**config.mk**
```make
export PLATFORM = sky130hd
export DESIGN_NAME = slv_burst_scheduler
export DESIGN_NICKNAME = d
export VERILOG_FILES = /design/src/rtl/slv_sched_pkg.sv /design/src/rtl/slv_burst_scheduler_rr_pick2.sv /design/src/rtl/slv_burst_scheduler.sv
export SDC_FILE = /design/constraint.sdc
export NUM_CORES = 1
export LEC_CHECK = 0
export CAP_MARGIN = 40
export CORE_MARGIN = 2
export CORE_UTILIZATION = 35
export DETAILED_ROUTE_END_ITERATION = 16
export PLACE_DENSITY = 0.75
export SYNTH_ARGS = -nofsm -noshare
export SYNTH_HDL_FRONTEND = slang
export SYNTH_SLANG_ARGS = --single-unit
```
**constraint.sdc**
```tcl
create_clock -name clk -period 1.9 [get_ports clk]
set_input_delay 0.38 -clock clk [delete_from_list [all_inputs] [get_ports clk]]
set_output_delay 0.38 -clock clk [all_outputs]
set_load 0.03 [all_outputs]
```
**src/rtl/slv_sched_pkg.sv**
```systemverilog
// -----------------------------------------------------------------------------
// slv_sched_pkg
// Shared types and constants for the slave burst scheduler.
//   sched_state_t : scheduler FSM states (IDLE, BURST, FLUSH)
//   src_t         : source select, 0 = slv0, 1 = slv1
//   MODE_OFF      : slave mode value that means "inactive"
//   src_onehot()  : source select to one-hot grant vector
// -----------------------------------------------------------------------------
package slv_sched_pkg;

    typedef enum logic [1:0] {
        IDLE  = 2'd0,
        BURST = 2'd1,
        FLUSH = 2'd2
    } sched_state_t;

    typedef logic src_t;

    localparam logic [1:0] MODE_OFF = 2'b00;

    function automatic logic [1:0] src_onehot(input src_t src);
        return src ? 2'b10 : 2'b01;
    endfunction

endpackage

```
**src/rtl/slv_burst_scheduler_rr_pick2.sv**
```systemverilog
// -----------------------------------------------------------------------------
// rr_pick2
// Combinational two-way round-robin picker.
// Ports:
//   req[1:0]  in   request per source (bit 0 = slv0, bit 1 = slv1)
//   rr_last   in   source that owned the most recent burst
//   gnt_valid out  at least one source is requesting
//   gnt_src   out  winning source; only meaningful when gnt_valid is high
// -----------------------------------------------------------------------------
module rr_pick2
    import slv_sched_pkg::*;
(
    input  logic [1:0] req,
    input  src_t       rr_last,
    output logic       gnt_valid,
    output src_t       gnt_src
);

    // NOTE: every signal written in always_comb gets a value on every path
    // (defaults first) so no latch can be inferred.
    always_comb begin
        gnt_valid = |req;
        gnt_src   = 1'b0;
        if (&req) begin
            // Contention: the source that did not own the last burst wins.
            gnt_src = ~rr_last;
        end else begin
            // Single (or no) requester: bit 1 decides directly.
            gnt_src = req[1];
        end
    end

endmodule

```
**src/rtl/slv_burst_scheduler.sv**
```systemverilog
// -----------------------------------------------------------------------------
// slv_burst_scheduler
// Burst-granular round-robin scheduler sharing one input FIFO between two
// slave streams. A grant is locked for a whole burst (up to BURST_LEN beats or
// until the owner's last flag), so the FIFO receives contiguous per-source
// runs tagged with a source bit. Intake stalls on FIFO almost-full and on
// master-complete. Accepted beats are written one cycle later through a
// registered write stage.
//
// Ports:
//   clk, rst_n                    clock, asynchronous active-low reset
//   slvN_mode[1:0]                slave processing mode, 2'b00 = inactive
//   slvN_data_valid               slave beat valid
//   slvN_data[DW-1:0]             slave beat data
//   slvN_proc_val[PV_W-1:0]       slave per-beat process value
//   slvN_last                     final beat of the slave's transfer
//   slvN_ready                    beat accepted when high together with valid
//   fifo_afull                    FIFO has at most one free entry
//   mstr_cmplt                    downstream master finished, freeze intake
//   fifo_wr_en                    FIFO write strobe
//   fifo_wdata[DW-1:0]            write data
//   fifo_wmode[1:0]               mode latched at grant time
//   fifo_wproc_val[PV_W-1:0]      proc_val of the written beat
//   fifo_wsrc                     source of the written beat (0 = slv0)
//   grant[1:0]                    one-hot owner, 2'b00 when no burst owns it
//   busy                          high whenever the FSM is not IDLE
// -----------------------------------------------------------------------------
module slv_burst_scheduler
    import slv_sched_pkg::*;
#(
    parameter  int DW        = 32,
    parameter  int PV_W      = 8,
    parameter  int BURST_LEN = 16,
    localparam int CNT_W     = $clog2(BURST_LEN)
) (
    input  logic            clk,
    input  logic            rst_n,

    input  logic [1:0]      slv0_mode,
    input  logic            slv0_data_valid,
    input  logic [DW-1:0]   slv0_data,
    input  logic [PV_W-1:0] slv0_proc_val,
    input  logic            slv0_last,
    output logic            slv0_ready,

    input  logic [1:0]      slv1_mode,
    input  logic            slv1_data_valid,
    input  logic [DW-1:0]   slv1_data,
    input  logic [PV_W-1:0] slv1_proc_val,
    input  logic            slv1_last,
    output logic            slv1_ready,

    input  logic            fifo_afull,
    input  logic            mstr_cmplt,

    output logic            fifo_wr_en,
    output logic [DW-1:0]   fifo_wdata,
    output logic [1:0]      fifo_wmode,
    output logic [PV_W-1:0] fifo_wproc_val,
    output logic            fifo_wsrc,

    output logic [1:0]      grant,
    output logic            busy
);

    // -------------------------------------------------------------------------
    // State
    // -------------------------------------------------------------------------
    sched_state_t     state;
    src_t             owner;
    src_t             rr_last;
    logic [1:0]       lmode;
    logic [CNT_W-1:0] cnt;

    // -------------------------------------------------------------------------
    // Request / stall decode and round-robin pick
    // -------------------------------------------------------------------------
    logic       stall;
    logic [1:0] req;
    logic       gnt_valid;
    src_t       gnt_src;

    assign stall = fifo_afull | mstr_cmplt;
    assign req   = {slv1_data_valid && (slv1_mode != MODE_OFF),
                    slv0_data_valid && (slv0_mode != MODE_OFF)};

    rr_pick2 u_pick (
        .req       (req),
        .rr_last   (rr_last),
        .gnt_valid (gnt_valid),
        .gnt_src   (gnt_src)
    );

    // -------------------------------------------------------------------------
    // Owner-side view of the slave interface
    // -------------------------------------------------------------------------
    logic            own_valid;
    logic            own_last;
    logic [1:0]      own_mode;
    logic [DW-1:0]   own_data;
    logic [PV_W-1:0] own_pv;

    assign own_valid = owner ? slv1_data_valid : slv0_data_valid;
    assign own_last  = owner ? slv1_last       : slv0_last;
    assign own_mode  = owner ? slv1_mode       : slv0_mode;
    assign own_data  = owner ? slv1_data       : slv0_data;
    assign own_pv    = owner ? slv1_proc_val   : slv0_proc_val;

    // Ready is combinational on stall and mode so that an almost-full FIFO or
    // an owner going inactive blocks the beat in the very same cycle.
    logic own_ready;
    logic accept;
    logic at_term;
    logic burst_end;

    assign own_ready  = (state == BURST) && !stall && (own_mode != MODE_OFF);
    assign slv0_ready = own_ready && (owner == 1'b0);
    assign slv1_ready = own_ready && (owner == 1'b1);
    assign accept     = own_ready && own_valid;
    assign at_term    = (cnt == CNT_W'(BURST_LEN - 1));
    // Terminal count and last on the same beat collapse into one end, so the
    // counter never needs to wrap.
    assign burst_end  = accept && (at_term || own_last);

    // -------------------------------------------------------------------------
    // Scheduler FSM with registered grant/busy
    // -------------------------------------------------------------------------
    // NOTE: sequential state uses non-blocking assignments only, so every
    // register samples pre-edge values regardless of statement order.
    always_ff @(posedge clk or negedge rst_n) begin
        if (!rst_n) begin
            state   <= IDLE;
            owner   <= 1'b0;
            rr_last <= 1'b1;        // slv0 wins the first contention
            lmode   <= MODE_OFF;
            cnt     <= '0;
            grant   <= 2'b00;
            busy    <= 1'b0;
        end else begin
            case (state)
                IDLE: begin
                    if (!stall && gnt_valid) begin
                        owner <= gnt_src;
                        lmode <= gnt_src ? slv1_mode : slv0_mode;
                        cnt   <= '0;
                        grant <= src_onehot(gnt_src);
                        busy  <= 1'b1;
                        state <= BURST;
                    end
                end

                BURST: begin
                    if (own_mode == MODE_OFF) begin
                        // Owner went inactive: abort and insert a release gap.
                        rr_last <= owner;
                        grant   <= 2'b00;
                        state   <= FLUSH;
                    end else if (burst_end) begin
                        rr_last <= owner;
                        cnt     <= '0;
                        grant   <= 2'b00;
                        busy    <= 1'b0;
                        state   <= IDLE;
                    end else if (accept) begin
                        cnt <= cnt + CNT_W'(1);
                    end
                    // Stall or owner valid low: grant and counter simply hold.
                end

                FLUSH: begin
                    busy  <= 1'b0;
                    state <= IDLE;
                end

                default: begin
                    grant <= 2'b00;
                    busy  <= 1'b0;
                    state <= IDLE;
                end
            endcase
        end
    end

    // -------------------------------------------------------------------------
    // Registered write stage (latency 1). Data fields only load on an accept
    // and otherwise keep the last written beat.
    // -------------------------------------------------------------------------
    always_ff @(posedge clk or negedge rst_n) begin
        if (!rst_n) begin
            fifo_wr_en     <= 1'b0;
            fifo_wdata     <= '0;
            fifo_wmode     <= MODE_OFF;
            fifo_wproc_val <= '0;
            fifo_wsrc      <= 1'b0;
        end else begin
            fifo_wr_en <= accept;
            if (accept) begin
                fifo_wdata     <= own_data;
                fifo_wmode     <= lmode;
                fifo_wproc_val <= own_pv;
                fifo_wsrc      <= owner;
            end
        end
    end

endmodule

```
* Yosys cells after proc, flatten, opt, wreduce, memory -nomap -nowiden *
Cells that the tools add are included.

cells by class
  add/subtract/negate cells = 1
  multipliers = 0
  div/mod/pow operators = 0
  order comparisons = 0
  eq/ne operators = 8
  shift-type cells = 0
  muxes and demuxes = 26
  bitwise operators = 4
  reductions and logical operators = 26

operators with widths
  operator                                       number
  2-to-1 mux 32 bit                              1
  2-to-1 mux 2 bit                               8
  2-to-1 mux 4 bit                               4
  nonzero test 2 bit                             5
  logical AND 1 bit                              9
  2-to-1 mux 1 bit                               8
  2-to-1 mux 8 bit                               1
  one-hot mux 4 bit (2 select lines)             1
  AND reduction 2 bit                            4
  != test 2 bit, second input constant           3
  one-hot mux 2 bit (3 select lines)             1
  AND reduction 3 bit                            2
  adder 4 x 1 -> 4 bit, second input constant    1
  == test 4 bit, second input constant           1
  zero test 2 bit                                2
  one-hot mux 2 bit (2 select lines)             1
  AND reduction 4 bit                            1
  != test 3 x 2 -> 1 bit, second input constant  1
  != test 3 bit, second input constant           1
  NOT 1 bit                                      3
  == test 2 x 1 -> 1 bit, second input constant  1
  == test 2 bit, second input constant           1
  one-hot mux 1 bit (2 select lines)             1
  OR reduction 2 bit                             1
  other kinds (3)                                3

word-level totals
  flip-flop bits (word level) = 57
  bits in latches = 0
  bits in writable memories = 0
  ROM bits = 0
  input bits = 92
  output and inout bits = 49
  memories kept = 0

* Longest topological paths before layout *
Gate-level depths: netlist of the first run.

  depth after elaboration = 9
  gate-level depth with buffers = 6
  depth with buffers taken out = 5

* Modules after synthesis *
Synthesis of the first run repeated with hierarchy kept, for this count alone.

second synthesis, totals
  cell total of the unflattened synthesis = 266
  area, all modules = 2,732.6 um2

by module, submodules not included
  module               times used  cells an instance  area each (um2)  seq. area each (um2)
  slv_burst_scheduler  1           264                2,718.9          1,427.6
  rr_pick2             1           2                  13.8             0.0

* Least setup slack after synthesis of the first run *
OpenSTA, ideal clock, no wires.

  path type = register to output
  start = register state[1]
  end = output port slv0_ready
  arrival = 1,645 ps
  data required time = 1,520 ps
  path slack = -125 ps
  stages on the path, launching flop included = 3
  buffers on the path = 0
  path through = dfrtp_1 > or4b_4 > nor3_1

between the ends
  word-level cells in the longest chain between the ends = 4

RTL lines
  what                            RTL line                    source
  from (decl)                     slv_burst_scheduler.sv:69   sched_state_t state;
  from (signal assigned)          slv_burst_scheduler.sv:132  state <= IDLE;
  from (signal assigned)          slv_burst_scheduler.sv:148  state <= BURST;
  from (signal assigned)          slv_burst_scheduler.sv:157  state <= FLUSH;
  == test 2 x 1 -> 1 bit          slv_burst_scheduler.sv:116  assign own_ready = (state == BURST) && !stall && (own_mode != MODE_OFF);
  logical AND 1 bit (2 in a row)  slv_burst_scheduler.sv:116
  logical AND 1 bit               slv_burst_scheduler.sv:117  assign slv0_ready = own_ready && (owner == 1'b0);
  to (decl)                       slv_burst_scheduler.sv:44   output logic slv0_ready,

Every way passes these cells.

* Worst setup path after layout of the first run *
  start = register state[1]
  end = register fifo_wdata[31]

between the ends
  word-level cells in the longest chain between the ends = 4

RTL lines
  what                            RTL line                    source
  == test 2 x 1 -> 1 bit          slv_burst_scheduler.sv:116
  logical AND 1 bit (2 in a row)  slv_burst_scheduler.sv:116
  logical AND 1 bit               slv_burst_scheduler.sv:119  assign accept = own_ready && own_valid;
  to (signal assigned)            slv_burst_scheduler.sv:198  fifo_wdata <= own_data;
  to (decl)                       slv_burst_scheduler.sv:57   output logic [DW-1:0] fifo_wdata,

Every way passes these cells.
A chain may end at the register's enable or synchronous reset.

==> results of run 1 <==
## state kept, by name, summed over array words and instances (netlist names)
signal	cells
fifo_wdata	32
fifo_wproc_val	8
cnt	4
fifo_wmode	2
grant	2
lmode	2
state	2
busy	1
fifo_wr_en	1
fifo_wsrc	1
owner	1
rr_last	1
## cells in the mapped netlist, types with 2 or more instances
cell type,count,area share (%)
a21oi_1,47,8.8
nor3b_1,3,0.84
a22oi_1,2,0.56
mux2_2,3,1.3
o41ai_1,3,0.98
nor2_1,51,7.1
and3_1,2,0.47
inv_1,2,0.28
buf_2,5,0.93
nand2_1,3,0.42
nor3_1,3,0.56
dfrtp_1,56,52
mux2i_1,44,16
clkbuf_1,7,0.98
nand2b_1,3,0.70
o21ai_0,5,0.93
## stage by stage
| step | setup TNS (ps) | utilization, % | area [um2] | worst slack (ps) |
|---|---|---|---|---|
| 2_1_floorplan | 0 | - | 2700 | 7.27 |
| 3_3_place_gp | -16310 | 60.4 | 4420 | -377 |
| 3_5_place_dp | -17480 | 60.4 | 4420 | -387 |
| 4_1_cts | -1920 | 66.3 | 4860 | -177 |
| 5_1_grt | -8460 | 72.1 | 5290 | -240 |
| 6_report | -6040 | 72.1 | 5290 | -200 |
## worst register-to-register path: stages (launching register included)
cell	delay, ps
dfrtp_1	390
or4b_4	510
buf_6	140
nor4_4	270
buf_4	180
buf_8	140
buf_6	130
clkbuf_16	140
a21oi_1	70
## power by group through the flow
stage | sequential (mW) | combinational, mW | clock, mW
after floorplan | 3.11 | 1.18 | 0
after global placement | 2.15 | 3.73 | 0
after detailed placement | 2.16 | 3.80 | 0
after CTS | 2.16 | 3.89 | 1.41
after global routing | 2.39 | 4.61 | 1.47
final | 2.31 | 4.37 | 1.38
## cell families after synthesis
| kind of cell | synth area share (%) |
|---|---|
| multiplexers | 17.6 |
| AO/OA/AOI/OAI | 14.1 |
| flip-flops | 53.1 |
| buffers and inverters | 2.61 |
| adder cells (fa/ha/maj) | 0.465 |
| AND/OR/NAND/NOR | 12.1 |
## timing repair
| action | CTS | global route |
|---|---|---|
| resized for setup | 11 | 97 |
| pin swaps | 3 | 5 |
| endpoints found under the setup margin | 9 | 51 |
| buffers inserted | 3 | 7 |
| gates cloned | 5 | 3 |
## layer usage
| metal | up-vias | track usage (%) | share of wire (%) |
|---|---|---|---|
| li1 | 1287 | - | - |
| met1 | 1327 | 22.3 | 38 |
| met2 | 121 | 32.8 | 52 |
| met3 | 17 | 6.74 | 7.5 |
| met4 | 0 | 8.96 | 2.1 |
| met5 | - | 0 | 0 |
## how the worst min path moves through the flow
stage,from,end,slack (ps),cells past startpoint
final,rst_n,fifo_wdata[28],30,1
after global placement,rst_n,fifo_wdata[26],390,1
after global routing,rst_n,fifo_wdata[30],50,1
after detailed placement,rst_n,fifo_wdata[28],400,1
after CTS,rst_n,fifo_wdata[10],30,1
after floorplan,rst_n,busy,80,0
## cell type report
cell class / instances / share of cell area [%]
Timing Repair Buffer: 185 / 37.3
Sequential cell: 57 / 27.0
Clock inverter: 5 / 1.94
Tap cell: 99 / 2.34
Clock buffer: 11 / 2.67
Inverter: 2 / 0.142
Multi-Input combinational cell: 184 / 28.6
==> insert_results.sql, run 1 <==
INSERT INTO impl_metrics (metric_group, metric, value, unit) VALUES
('critical_path', 'crit-reg2reg-capture', 'fifo_wdata[31]', ''),
('sta', 'clock-skew-final', '6.39', 'ps'),
('placed_design', 'place.detailed.instances', '512', ''),
('detailed_routing', 'avgRoutedWirePerCell', '16.6', 'um'),
('synth', 'synth-warning-count', '0', ''),
('sta', 'final_hold_viol_count', '0', ''),
('critical_path', 'worst_r2r_setup_slack', '-200', 'ps'),
('critical_path', 'timing.critical_path.cells', 'or4b_4 > buf_6 > nor4_4 > buf_4 > buf_8 > buf_6 > clkbuf_16 > a21oi_1', ''),
('synth', 'synth.net_count', '350', ''),
('detailed_routing', 'drt-total-wl', '9000', 'um'),
('die', 'die_area', '8400', 'um2'),
('run', 'drv.max_cap_violation_count', '0', ''),
('sta', 'hold-worst-slack', '30.2', 'ps'),
('critical_path', 'cp_top_family', 'simple AND/OR/NAND/NOR gates', ''),
('layout', 'drive_gt1_share', '28.8', '%'),
('placed_design', 'gp_routability_congestion', '0.764', ''),
('power_and_ir_drop', 'powerDensity', '1520', 'nW/um2'),
('critical_path', 'critical_path_peak_fanout', '9', ''),
('layout', 'regArea', '1430', 'um2'),
('clock_network', 'max-clock-path-buffers', '2', ''),
('sta', 'setup_slack', '-200', 'ps'),
('sta', 'min_period_over_period', '111', '%'),
('die', 'top_level_ports', '141', ''),
('critical_path', 'cp_data_arrival_time', '2320', 'ps'),
('global_route', 'grt_use_total', '19.5', '%'),
('critical_path', 'worst_path_max_delay_cell', 'or4b_4', ''),
('layout', 'layout_common_cells', 'clkdlybuf4s50_1, dfrtp_1, mux2i_1, a21oi_2, nor2_1', ''),
('placed_design', 'hpwlAfterDp', '5730', 'um'),
('critical_path', 'reg2reg_from', 'state[1]', ''),
('layout', 'nFillCells', '491', ''),
('layout', 'area_delta_synth_final', '96.7', '%'),
('detailed_routing', 'post-route-drc-count', '0', ''),
('global_route', 'wire_length_of_the_first_global_routing_pass', '12800', 'um'),
('clock_network', 'clock_tree_from_tritoncts', 'done', ''),
('critical_path', 'path_common_cell', 'buf_6', ''),
('synth', 'synth_top_flop_cell', 'dfrtp_1', ''),
('detailed_routing', 'detail_route.iter0.violations', '119', ''),
('synth', 'ys_seq_elements', '57', ''),
('clock_network', 'cts.clk_slew.worst_paths', '60', 'ps'),
('power_and_ir_drop', 'vdd_drop_max', '0.771', 'mV'),
('critical_path', 'kind_of_critical_path', 'flip-flop to flip-flop', ''),
('synth', 'edff_count_synth', '0', ''),
('outcome', 'run_status', 'finished, violations left', ''),
('clock_network', 'cts_hold_buffers', '0', ''),
('critical_path', 'setup.worst_path.end', 'fifo_wdata[31]', ''),
('detailed_routing', 'via_density_per_instance', '5.07', ''),
('layout', 'post_layout_nonfiller_instances', '543', ''),
('clock_network', 'worstSkewPairLatency', '340', 'ps'),
('placed_design', 'buffer_ports.inserted', '140', ''),
('power_and_ir_drop', 'seqPwrFrac', '28.7', '%'),
('critical_path', 'kind_of_capture_point_of_the_worst_setup_path', 'flip-flop', ''),
('critical_path', 'worst_r2r_path_depth', '8', ''),
('synth', 'post_synth_instance_area', '2690', 'um2'),
('layout', 'commonest_non_fill_non_tap_cell_in_the_layout', 'clkdlybuf4s50_1', ''),
('sta', 'finalSetupViolCount', '51', ''),
('clock_network', 'cts_inserted_buffers', '9', ''),
('critical_path', 'worst_setup_path_start_kind', 'flip-flop', ''),
('power_and_ir_drop', 'pwr-share-clk', '17.1', '%'),
('power_and_ir_drop', 'design_power_total', '8.05', 'mW'),
('power_and_ir_drop', 'power.static_leakage', '2.14', 'nW'),
('critical_path', 'timing.critical_path.required', '2120', 'ps'),
('clock_network', 'h_tree_depth', '3', ''),
('sta', 'report.final.slew_viol_count', '0', ''),
('outcome', 'failed_checks', 'negative setup slack', ''),
('die', 'floorplan.core_area', '7330', 'um2'),
('power_and_ir_drop', 'power_switching_share', '40.6', '%'),
('power_and_ir_drop', 'net-switching-power', '3.27', 'mW'),
('die', 'fp.dieH', '91.6', 'um'),
('die', 'rows', '31', ''),
('critical_path', 'critical_path_buf_inv_count', '5', ''),
('die', 'die_w', '91.6', 'um');
(Power assumes the default switching activity.)
==> inputs of run 2 (changes only) <==
HOLD_SLACK_MARGIN = 0.02   (was not set)
==> results of run 2 <==
Final layout, timing and power as in run 1 (identical DEF).
==> inputs of run 3 (changes only) <==
CORE_UTILIZATION = 36   (was 35)
PLACE_DENSITY = 0.77   (was 0.75)
SYNTH_HIERARCHICAL = 1   (was not set)
==> run 3 against run 2 <==
Against the previous run: the run still ends with negative setup slack left; worst setup slack improved by 30 ps; cell count fell by 1.3%; worst hold slack better by 380 ps; synthesized cell count up 3.5%; critical path depth is 4 lower; die area is 1.1% lower; register-to-register slack better by 60 ps; critical path type is now flip-flop to primary output; largest power group unchanged.
==> insert_results.sql, run 3 <==
INSERT INTO impl_metrics (metric_group, metric, value, unit) VALUES
('global_route', 'grt-ovfl-total', '0', ''),
('synth', 'synthCells', '266', ''),
('placed_design', 'dp_slack', '-507', 'ps'),
('sta', 'finalSetupViolCount', '54', ''),
('critical_path', 'kind_of_capture_point_of_the_worst_setup_path', 'primary output', ''),
('layout', 'commonest_non_fill_non_tap_cell_in_the_layout', 'clkdlybuf4s50_1', ''),
('worst_hold_path', 'worstHoldStart', 'slv0_data_valid', ''),
('sta', 'final_hold_viol_count', '0', ''),
('layout', 'layout_common_cells', 'clkdlybuf4s50_1, dfrtp_1, nand2_1, mux2i_1, o21ai_1', ''),
('synth', 'yosys.cell_types.count', '42', ''),
('layout', 'reg.largest.list', 'fifo_wdata (32), fifo_wproc_val (8), cnt (4)', ''),
('die', 'starting_density', '37.5', '%'),
('layout', 'antenna_cells', '0', ''),
('critical_path', 'reg2reg_from', 'state[1]', ''),
('layout', 'post_layout_nonfiller_instances', '536', ''),
('power_and_ir_drop', 'design_power_total', '6.71', 'mW'),
('die', 'die_w', '91.1', 'um'),
('clock_network', 'cts_inserted_buffers', '9', ''),
('synth', 'synth_seq_area_share', '52.2', '%'),
('clock_network', 'max-clock-path-buffers', '2', ''),
('power_and_ir_drop', 'seqPwrFrac', '30.3', '%'),
('synth', 'post_synth_instance_area', '2730', 'um2'),
('die', 'rows', '31', ''),
('sta', 'setup_slack', '-170', 'ps'),
('detailed_routing', 'vias', '2560', ''),
('sta', 'slew_headroom', '77.4', '%'),
('die', 'floorplan.core_area', '7290', 'um2'),
('placed_design', 'hpwlAfterDp', '5630', 'um'),
('sta', 'max_slew.worst_pin.slew', '338', 'ps'),
('global_route', 'number_of_global_route_vias_before_repair', '2648', ''),
('power_and_ir_drop', 'net-switching-power', '2.69', 'mW'),
('synth', 'yosys_top_cell_area_share', '51.3', '%'),
('synth', 'synth-warning-count', '6', ''),
('detailed_routing', 'route.antenna.remaining_nets', '0', ''),
('placed_design', 'place.detailed.instances', '512', ''),
('power_and_ir_drop', 'powerDensity', '1400', 'nW/um2'),
('clock_network', 'cts.clk_slew.worst_paths', '60', 'ps'),
('sta', 'achievable-frequency', '483', 'MHz'),
('sta', 'setup-tns-final', '-4530', 'ps'),
('detailed_routing', 'avgRoutedWirePerCell', '14.2', 'um'),
('detailed_routing', 'via_density_per_instance', '4.78', ''),
('clock_network', 'clk_root_buffer_cell', 'clkbuf_8', ''),
('global_route', 'grt_use_total', '18.7', '%'),
('synth', 'biggest_area_consumer_among_synthesized_cells', 'dfrtp_1', ''),
('die', 'die_area', '8300', 'um2'),
('power_and_ir_drop', 'pwr-share-clk', '16.8', '%'),
('synth', 'syn-mean-instance-area', '10.3', 'um2'),
('placed_design', 'placedInstanceArea', '4400', 'um2'),
('critical_path', 'critical_path_peak_fanout', '3', ''),
('power_and_ir_drop', 'pwr-share-comb', '53.0', '%'),
('sta', 'report.final.slew_viol_count', '0', ''),
('global_route', 'grt_max_degree', '33', ''),
('synth', 'synth_most_common_cell', 'dfrtp_1', ''),
('synth', 'synth.net_count', '359', ''),
('run', 'drv.max_cap_violation_count', '0', ''),
('die', 'top_level_ports', '141', ''),
('placed_design', 'buffer_ports.inserted', '140', ''),
('sta', 'min_period_over_period', '109', '%'),
('sta', 'clock-skew-final', '7.06', 'ps'),
('power_and_ir_drop', 'internal_power', '4.02', 'mW'),
('layout', 'register_ranked_first_by_flip_flop_count', 'fifo_wdata', ''),
('detailed_routing', 'post-route-drc-count', '0', ''),
('critical_path', 'timing.critical_path.required', '1520', 'ps'),
('clock_network', 'clock_tree_from_tritoncts', 'done', ''),
('power_and_ir_drop', 'power.static_leakage', '2.08', 'nW'),
('detailed_routing', 'drt-pass1-iter-count', '4', ''),
('critical_path', 'worst_r2r_path_depth', '7', ''),
('detailed_routing', 'drt-total-wl', '7590', 'um'),
('clock_network', 'h_tree_depth', '3', ''),
('layout', 'fin_area', '4780', 'um2'),
('synth', 'edff_count_synth', '0', ''),
('layout', 'num-nets-final', '525', ''),
('layout', 'drive_gt1_share', '16.7', '%'),
('sta', 'rsz_0062_raised_after_global_routing', 'yes', ''),
('worst_hold_path', 'worst_hold_path_stage_count', '3', ''),
('clock_network', 'cts.sinks', '57', ''),
('synth', 'yosys-top-cells-area', 'dfrtp_1, mux2i_1, nand2_1, o21ai_0, clkbuf_1', ''),
('critical_path', 'kind_of_critical_path', 'flip-flop to primary output', ''),
('global_route', 'antenna_found_initial', '0', ''),
('layout', 'largest_register_ffs', '32', ''),
('layout', 'layout.core_utilization', '65.5', '%'),
('die', 'fp.dieH', '91.1', 'um'),
('power_and_ir_drop', 'vdd_drop_max', '0.824', 'mV'),
('placed_design', 'gp_routability_congestion', '0.825', ''),
('outcome', 'run_status', 'finished, violations left', ''),
('synth', 'synth.cells.most_frequent', 'dfrtp_1, nand2_1, mux2i_1', ''),
('synth', 'synth_async_sr_flop_share', '100', '%'),
('clock_network', 'worstSkewPairLatency', '320', 'ps'),
('power_and_ir_drop', 'power_switching_share', '40.0', '%'),
('sta', 'hold-worst-slack', '412', 'ps'),
('critical_path', 'worst_setup_path_start_kind', 'flip-flop', ''),
('critical_path', 'cp_data_arrival_time', '1690', 'ps'),
('critical_path', 'timing.critical_path.from', 'state[1]', ''),
('layout', 'area_delta_synth_final', '74.9', '%'),
('worst_hold_path', 'hold_class', 'input port to flip-flop', ''),
('sta', 'final_period_minus_worst_setup_slack', '2070', 'ps'),
('outcome', 'failed_checks', 'negative setup slack', ''),
('synth', 'ys_seq_elements', '57', ''),
('synth', 'synth_top_flop_cell', 'dfrtp_1', ''),
('global_route', 'wire_length_of_the_first_global_routing_pass', '12500', 'um'),
('detailed_routing', 'detail_route.iter0.violations', '72', '');
[run 3: power by group through the flow]
stage               logic, mW  clock network, mW  registers, mW
floorplan                1.10                  0           2.87
global placement         3.36                  0           2.02
detailed placement       3.41                  0           2.04
CTS                      3.52               1.17           2.03
global route             3.82               1.21           2.10
finish                   3.55               1.13           2.03
[run 3: layout make-up]
class	instances	area, um2
timing repair buffer	171	1690
multi-input combinational	190	1320
fill	610	2510
sequential	57	1430
clock inverter	3	40.0
inverter	3	16.3
clock buffer	13	159
tap	99	124
[run 3: worst paths after layout]
check | end | slack, ps
min in group asynchronous | state[0] | 460
worst min-delay path | fifo_wsrc | 410
worst min register to register | fifo_wproc_val[0] | 480
worst max register to register | state[0] | -140
max in group asynchronous | rr_last | 920
worst max-delay path | slv0_ready | -170
[run 3: layer usage]
metal	global-route usage (%)	part of all wire, %	vias up
li1	-	-	1266
met1	22.1	39	1191
met2	32.2	52	95
met3	6.39	8.0	8
met4	5.68	1.2	0
met5	0	0	-
[run 3: what timing repair did]
item,CTS,global route
endpoints found under the setup margin,51,57
buffers inserted,3,3
pin swaps,11,6
cloned,1,0
gates resized for setup,45,19
endpoints found under the hold margin,8,0
hold buffers,1,0
[run 3: critical path, stage by stage (launching register included)]
cell,delay (ps)
dfrtp_1,380
or4b_4,550
buf_6,150
nor3_4,130
buf_6,150
[run 3: kinds of logic (layout without fill, tap and decap cells)]
family,Yosys count,after routing,share of synthesized area (%)
simple gates,79,80,13.1
compound gates,63,63,13.3
flops,57,57,52.2
mux,46,46,16.9
buf+inv,20,190,3.94
fa+ha+maj,1,1,0.458
==> RTL change 1: new RTL, config.mk and constraints of run 1 <==
The parameter `BURST_LEN` goes from 16 to 32.
--- a/src/rtl/slv_burst_scheduler.sv
+++ b/src/rtl/slv_burst_scheduler.sv
@@ -30,7 +30,7 @@
 #(
     parameter  int DW        = 32,
     parameter  int PV_W      = 8,
-    parameter  int BURST_LEN = 16,
+    parameter  int BURST_LEN = 32,
     localparam int CNT_W     = $clog2(BURST_LEN)
 ) (
     input  logic            clk,
Formal check against the unedited RTL: no difference found for any inputs over 10 cycles, from zero or initial values and one cycle with rst_n low; that may be too few to reach the edited logic, so the function may still have changed.
==> RTL change 1 against run 1 <==
Area after synthesis increased by 4.6%. Worst setup slack improved by 0.25 ns. Routed wire length decreased by 20%. Critical path type is now primary input to flop. Critical endpoint is now grant[1]$_DFFE_PN0P_. Final area decreased by 10%. Clock skew increased by 0.0026 ns. Sequential cell count increased by 1. First-iteration DRC count decreased by 42%. Combinational power decreased by 24%. Largest cell class unchanged. Total power decreased by 19%. Hold slack improved by 0.41 ns. Synthesized cell count increased by 2.7%. Global-route usage decreased by 2.3 points.
==> RTL change 1: results (changes against run 1) <==
stage,metric,value,unit,change
cells_and_area,layout cells sized above 1,15.6,%,-13 points
min_path,hold crit path type,primary input to async pin,,
route,via count,2500,,-9.2%
cells_and_area,n_diodes,0,,unchanged
clock_network,Skew-Pair Late Insertion Delay,0.32,ns,-0.02 ns
cells_and_area,nets@finish,525,,-1.3%
critical_path,worst r2r path cells,6,,-2
critical_path,CP Launch Point,slv0_data_valid,,
critical_path,arrival time at the worst endpoint,2.09,ns,-0.23 ns
critical_path,CP Max Fanout,4,,-5
place,dpl cells,516,,+0.78%
critical_path,critical path class,primary input to flop,,
place,placed inst area,4470,um^2,+1.1%
critical_path,slowest CP cell,clkdlybuf4s50_1,,
route,post-DR vias/cell,4.66,,-8.1%
yosys,"Seq/Total Area, Yosys",51.7,%,-1.4 points
route,DRT iter0 DRCs,69,,-42%
route,total wire length,7200,um,-20%
cells_and_area,Top Registers,"fifo_wdata: 32 flops, fifo_wproc_val: 8 flops, cnt: 5 flops",,
clock_network,CTS Buf Count,9,,unchanged
clock_network,# H-tree levels,3,,unchanged
critical_path,R2R Setup Slk,0.08,ns,+0.28 ns
critical_path,Setup crit end,grant[1]$_DFFE_PN0P_,,
global_route,global-route usage over all layers,17.2,%,-2.3 points
yosys,Cells after Synth,264,,+2.7%
critical_path,"Largest stage delay, worst path",0.55,ns,+0.04 ns
global_route,initial antenna violation count,0,,unchanged
yosys,asr flop ratio synth,100,%,unchanged
place,dpl hpwl,5520,um,-3.6%
route,Detailed Routing Iterations Pass 1,4,,unchanged
clock_network,worst-case clock buffer depth,2,,unchanged
critical_path,"Largest delay share family, worst path",compound AO/OA/AOI/OAI gates,,
yosys,Post-Syn Nets,358,,+2.3%
global_route,largest net degree at the start of global routing,59,,+64%
yosys,"Distinct cells, synth",42,,+24%
sta,Setup Viol. Count Final,0,,-100%
critical_path,r2r endpoint,cnt[3]$_DFFE_PN0P_,,
place,GP Congestion,0.780,,+2.1%
status,status,"complete, no violations",,
yosys,Yosys Warn Count,0,,unchanged
yosys,synth cell count leaders,"57 x dfrtp_1, 46 x nand2_1, 45 x mux2i_1",,
yosys,Most used DFF post-synth,dfrtp_1,,
sta,Least-Margin Pin Slew,0.476,ns,-0.0793 ns
global_route,first-pass GRT wire length,11900,um,-7.4%
global_route,vias in the first global route,2581,,-4.4%
cells_and_area,fillers,670,,+36%
sta,final worst setup slack,0.0518,ns,+0.251 ns
place,"worst slack, placed",-0.256,ns,+0.131 ns
power_and_ir_drop,"IR drop worst, VDD",0.609,mV,-21%
place,# port buffers,140,,unchanged
sta,clk_skew,0.00901,ns,+0.00261 ns
sta,WHS,0.443,ns,+0.413 ns
yosys,Area contributors post-synth,"dfrtp_1 51%, mux2i_1 16%, o21ai_0 7.7%",,
critical_path,reg-to-reg startpoint,cnt[0]$_DFFE_PN0P_,,
power_and_ir_drop,leak pwr,2.08,nW,-2.8%
-- RTL change 1: cell count changes after synthesis, moves of 3 or more --
| cell | before | now |
|---|---|---|
| nor2_1 | 51 | 5 |
| a21oi_1 | 47 | 4 |
| nand2_1 | 3 | 46 |
| o21ai_0 | 5 | 43 |
| inv_1 | 2 | 5 |
| nor3_1 | 3 | 0 |
| nor3b_1 | 3 | 0 |
| o41ai_1 | 3 | 0 |
-- RTL change 1: area by class of cell --
cell class	count	area (um^2)	area share (%)
Sequential cell	58	1460	30.7
Multi-Input combinational cell	185	1280	27.0
Timing Repair Buffer	171	1650	34.8
Tap cell	102	128	2.69
Clock inverter	2	35.0	0.738
Inverter	6	22.5	0.475
Clock buffer	13	169	3.56
-- RTL change 1: repair_timing --
action,in CTS,in global routing
gates resized for setup,5,5
endpoints found under the setup margin,5,10
hold buffers,1,0
pin swaps,1,2
hold endpoints to repair,4,0
setup buffers,3,2
-- RTL change 1: report_power, final --
part | leakage, nW | total, mW | switching [mW] | internal (mW)
Clock | 0.106 | 1.16 | 0.453 | 0.705
Combinational | 1.24 | 3.34 | 1.82 | 1.52
Sequential | 0.730 | 2.05 | 0.299 | 1.75
Total | 2.08 | 6.54 | 2.57 | 3.97
-- RTL change 1: logic make-up (layout without fill, tap and decap cells) --
group	after synthesis	in the layout	synth area share, %
AND/OR/NAND/NOR	69	69	12.3
AO/OA/AOI/OAI	65	65	14.2
flip-flops	58	58	51.7
multiplexers	49	49	17.6
buffers and inverters	21	192	3.29
adder cells (fa/ha/maj)	2	2	0.890
-- RTL change 1: metal layers --
metal | vias up | part of all wire (%) | track usage (%)
li1 | 1265 | - | -
met1 | 1124 | 42 | 21.1
met2 | 103 | 47 | 28.4
met3 | 8 | 9.3 | 5.32
met4 | 0 | 1.2 | 6.52
met5 | - | 0 | 0
==> RTL change 2: new RTL, config.mk and constraints of run 1 <==
Made on the original files. Register the inputs `slv0_mode` and `slv1_mode` before use. The logic sees them one clock later. The other inputs are not delayed to match.
--- a/src/rtl/slv_burst_scheduler.sv
+++ b/src/rtl/slv_burst_scheduler.sv
@@ -63,6 +63,19 @@
     output logic            busy
 );
 
+    logic [1:0] slv0_mode_q;
+    logic [1:0] slv1_mode_q;
+
+    always_ff @(posedge clk or negedge rst_n) begin
+        if (!rst_n) begin
+            slv0_mode_q <= '0;
+            slv1_mode_q <= '0;
+        end else begin
+            slv0_mode_q <= slv0_mode;
+            slv1_mode_q <= slv1_mode;
+        end
+    end
+
     // -------------------------------------------------------------------------
     // State
     // -------------------------------------------------------------------------
@@ -81,8 +94,8 @@
     src_t       gnt_src;
 
     assign stall = fifo_afull | mstr_cmplt;
-    assign req   = {slv1_data_valid && (slv1_mode != MODE_OFF),
-                    slv0_data_valid && (slv0_mode != MODE_OFF)};
+    assign req   = {slv1_data_valid && (slv1_mode_q != MODE_OFF),
+                    slv0_data_valid && (slv0_mode_q != MODE_OFF)};
 
     rr_pick2 u_pick (
         .req       (req),
@@ -102,7 +115,7 @@
 
     assign own_valid = owner ? slv1_data_valid : slv0_data_valid;
     assign own_last  = owner ? slv1_last       : slv0_last;
-    assign own_mode  = owner ? slv1_mode       : slv0_mode;
+    assign own_mode  = owner ? slv1_mode_q     : slv0_mode_q;
     assign own_data  = owner ? slv1_data       : slv0_data;
     assign own_pv    = owner ? slv1_proc_val   : slv0_proc_val;
 
@@ -141,7 +154,7 @@
                 IDLE: begin
                     if (!stall && gnt_valid) begin
                         owner <= gnt_src;
-                        lmode <= gnt_src ? slv1_mode : slv0_mode;
+                        lmode <= gnt_src ? slv1_mode_q : slv0_mode_q;
                         cnt   <= '0;
                         grant <= src_onehot(gnt_src);
                         busy  <= 1'b1;
Function: changed (a bounded check fails within 4 cycles, from zero or initial values and one cycle with rst_n low).
==> RTL change 2 against run 1 <==
Total power down 11%. Register-to-register slack better by 0.20 ns. Highest routed layer unchanged. Final area down 7.8%. Worst setup slack better by 0.050 ns. Die area up 3.5%. Area after synthesis up 3.6%. Global-route usage down 1.5 points. The flow still finishes with violations (setup timing). Clock power down 18%. Final cell count down 0.74%. Sequential cell count up 4. Routed wire length down 13%. First-iteration DRC count down 45%. Critical path type is now flop to output pin. Via count down 5.6%.
==> RTL change 2: results (changes against run 1) <==
stage,metric,value,unit,change
status,status,finished with violations,,
status,violated checks,setup timing,,
place,"worst slack, placed",-0.540,ns,-0.152 ns
global_route,largest net degree at the start of global routing,26,,-28%
sta,Least-Margin Pin Slew,0.716,ns,+0.160 ns
global_route,met3 usage,5.64,%,-1.1 points
cells_and_area,fillers,601,,+22%
cells_and_area,layout cells sized above 1,16.2,%,-13 points
critical_path,worst r2r path cells,6,,-2
global_route,vias in the first global route,2679,,-0.78%
route,total wire length,7850,um,-13%
sta,Setup Viol. Count Final,2,,-96%
route,via count,2598,,-5.6%
yosys,Post-Syn Nets,354,,+1.1%
route,DRT iter0 DRCs,65,,-45%
power_and_ir_drop,leak pwr,2.03,nW,-5.1%
place,dpl hpwl,5660,um,-1.2%
critical_path,arrival time at the worst endpoint,1.67,ns,-0.65 ns
yosys,synth cell count leaders,"60 x dfrtp_1, 51 x nor2_1, 47 x a21oi_1",,
global_route,met2 GRT Util,30.8,%,-2.0 points
yosys,"Seq/Total Area, Yosys",54.9,%,+1.7 points
cells_and_area,nets@finish,525,,-1.3%
sta,clk_skew,0.0106,ns,+0.00425 ns
place,dpl cells,515,,+0.59%
global_route,first-pass GRT wire length,12200,um,-5.1%
cells_and_area,fin cells,539,,-0.74%
sta,setup TNS,-0.226,ns,+5.82 ns
global_route,GR Util met1,20.1,%,-2.2 points
sta,final worst setup slack,-0.149,ns,+0.0502 ns
yosys,Cells after Synth,261,,+1.6%
## RTL change 2: cell type report
| type | count | area, um^2 | share of cell area [%] |
|---|---|---|---|
| Clock buffer | 12 | 145 | 2.98 |
| Sequential cell | 61 | 1530 | 31.4 |
| Clock inverter | 4 | 47.5 | 0.976 |
| Multi-Input combinational cell | 185 | 1280 | 26.3 |
| Timing Repair Buffer | 174 | 1740 | 35.7 |
| Inverter | 1 | 3.75 | 0.0770 |
| Tap cell | 102 | 128 | 2.62 |
## RTL change 2: per-layer routing
layer / share of wire, % / wire length, um
met1: 40 / 3130
met3: 7.8 / 613
met5: 0 / 0
met4: 1.4 / 108
met2: 51 / 3990
## RTL change 2: power by group
part | leakage (nW) | switching [mW] | total [mW] | internal (mW)
Combinational | 1.21 | 2.08 | 3.86 | 1.78
Clock | 0.0964 | 0.493 | 1.13 | 0.638
Sequential | 0.724 | 0.329 | 2.20 | 1.87
Total | 2.03 | 2.90 | 7.19 | 4.28
## RTL change 2: logic make-up after synthesis
group,share of synthesized area (%)
simple gates,12.4
compound gates,12.9
flops,54.9
mux,17.0
buf+inv,2.29
fa+ha+maj,0.449
## RTL change 2: worst max-delay path: stages, from the launching register on
cell and delay, ns:
dfrtp_1 0.38, or4b_4 0.52, buf_6 0.15, nor3_4 0.13, buf_6 0.15
## RTL change 2: stage by stage
step	cell area (um^2)	hold slack (ns)	power, mW
3_5_place_dp	4480	0.398	5.97
4_1_cts	4810	0.0301	7.20
6_report	4870	0.0139	7.19
3_3_place_gp	4480	0.396	5.90
5_1_grt	4870	0.0465	7.60
2_1_floorplan	2790	0.0844	4.31
## RTL change 2: timing repair
item | in CTS | in global routing
pin swaps | 2 | 3
endpoints found under the setup margin | 29 | 52
resized for setup | 17 | 15
buffers inserted | 5 | 3
hold buffers | 0 | 0
cloned | 2 | 0
## RTL change 2: path summary, 6_finish.rpt
kind / end / slack, ns
max: slv0_ready / -0.15
min: state[0]$_DFFE_PN0P_ / 0.01
max reg2reg: cnt[2]$_DFFE_PN0P_ / 0
min reg2reg: fifo_wmode[1]$_DFFE_PN0P_ / 0.52
max in group asynchronous: rr_last$_DFFE_PN1P_ / 1.31
min in group clk: slv1_mode_q[1]$_DFF_PN0_ / 0.48
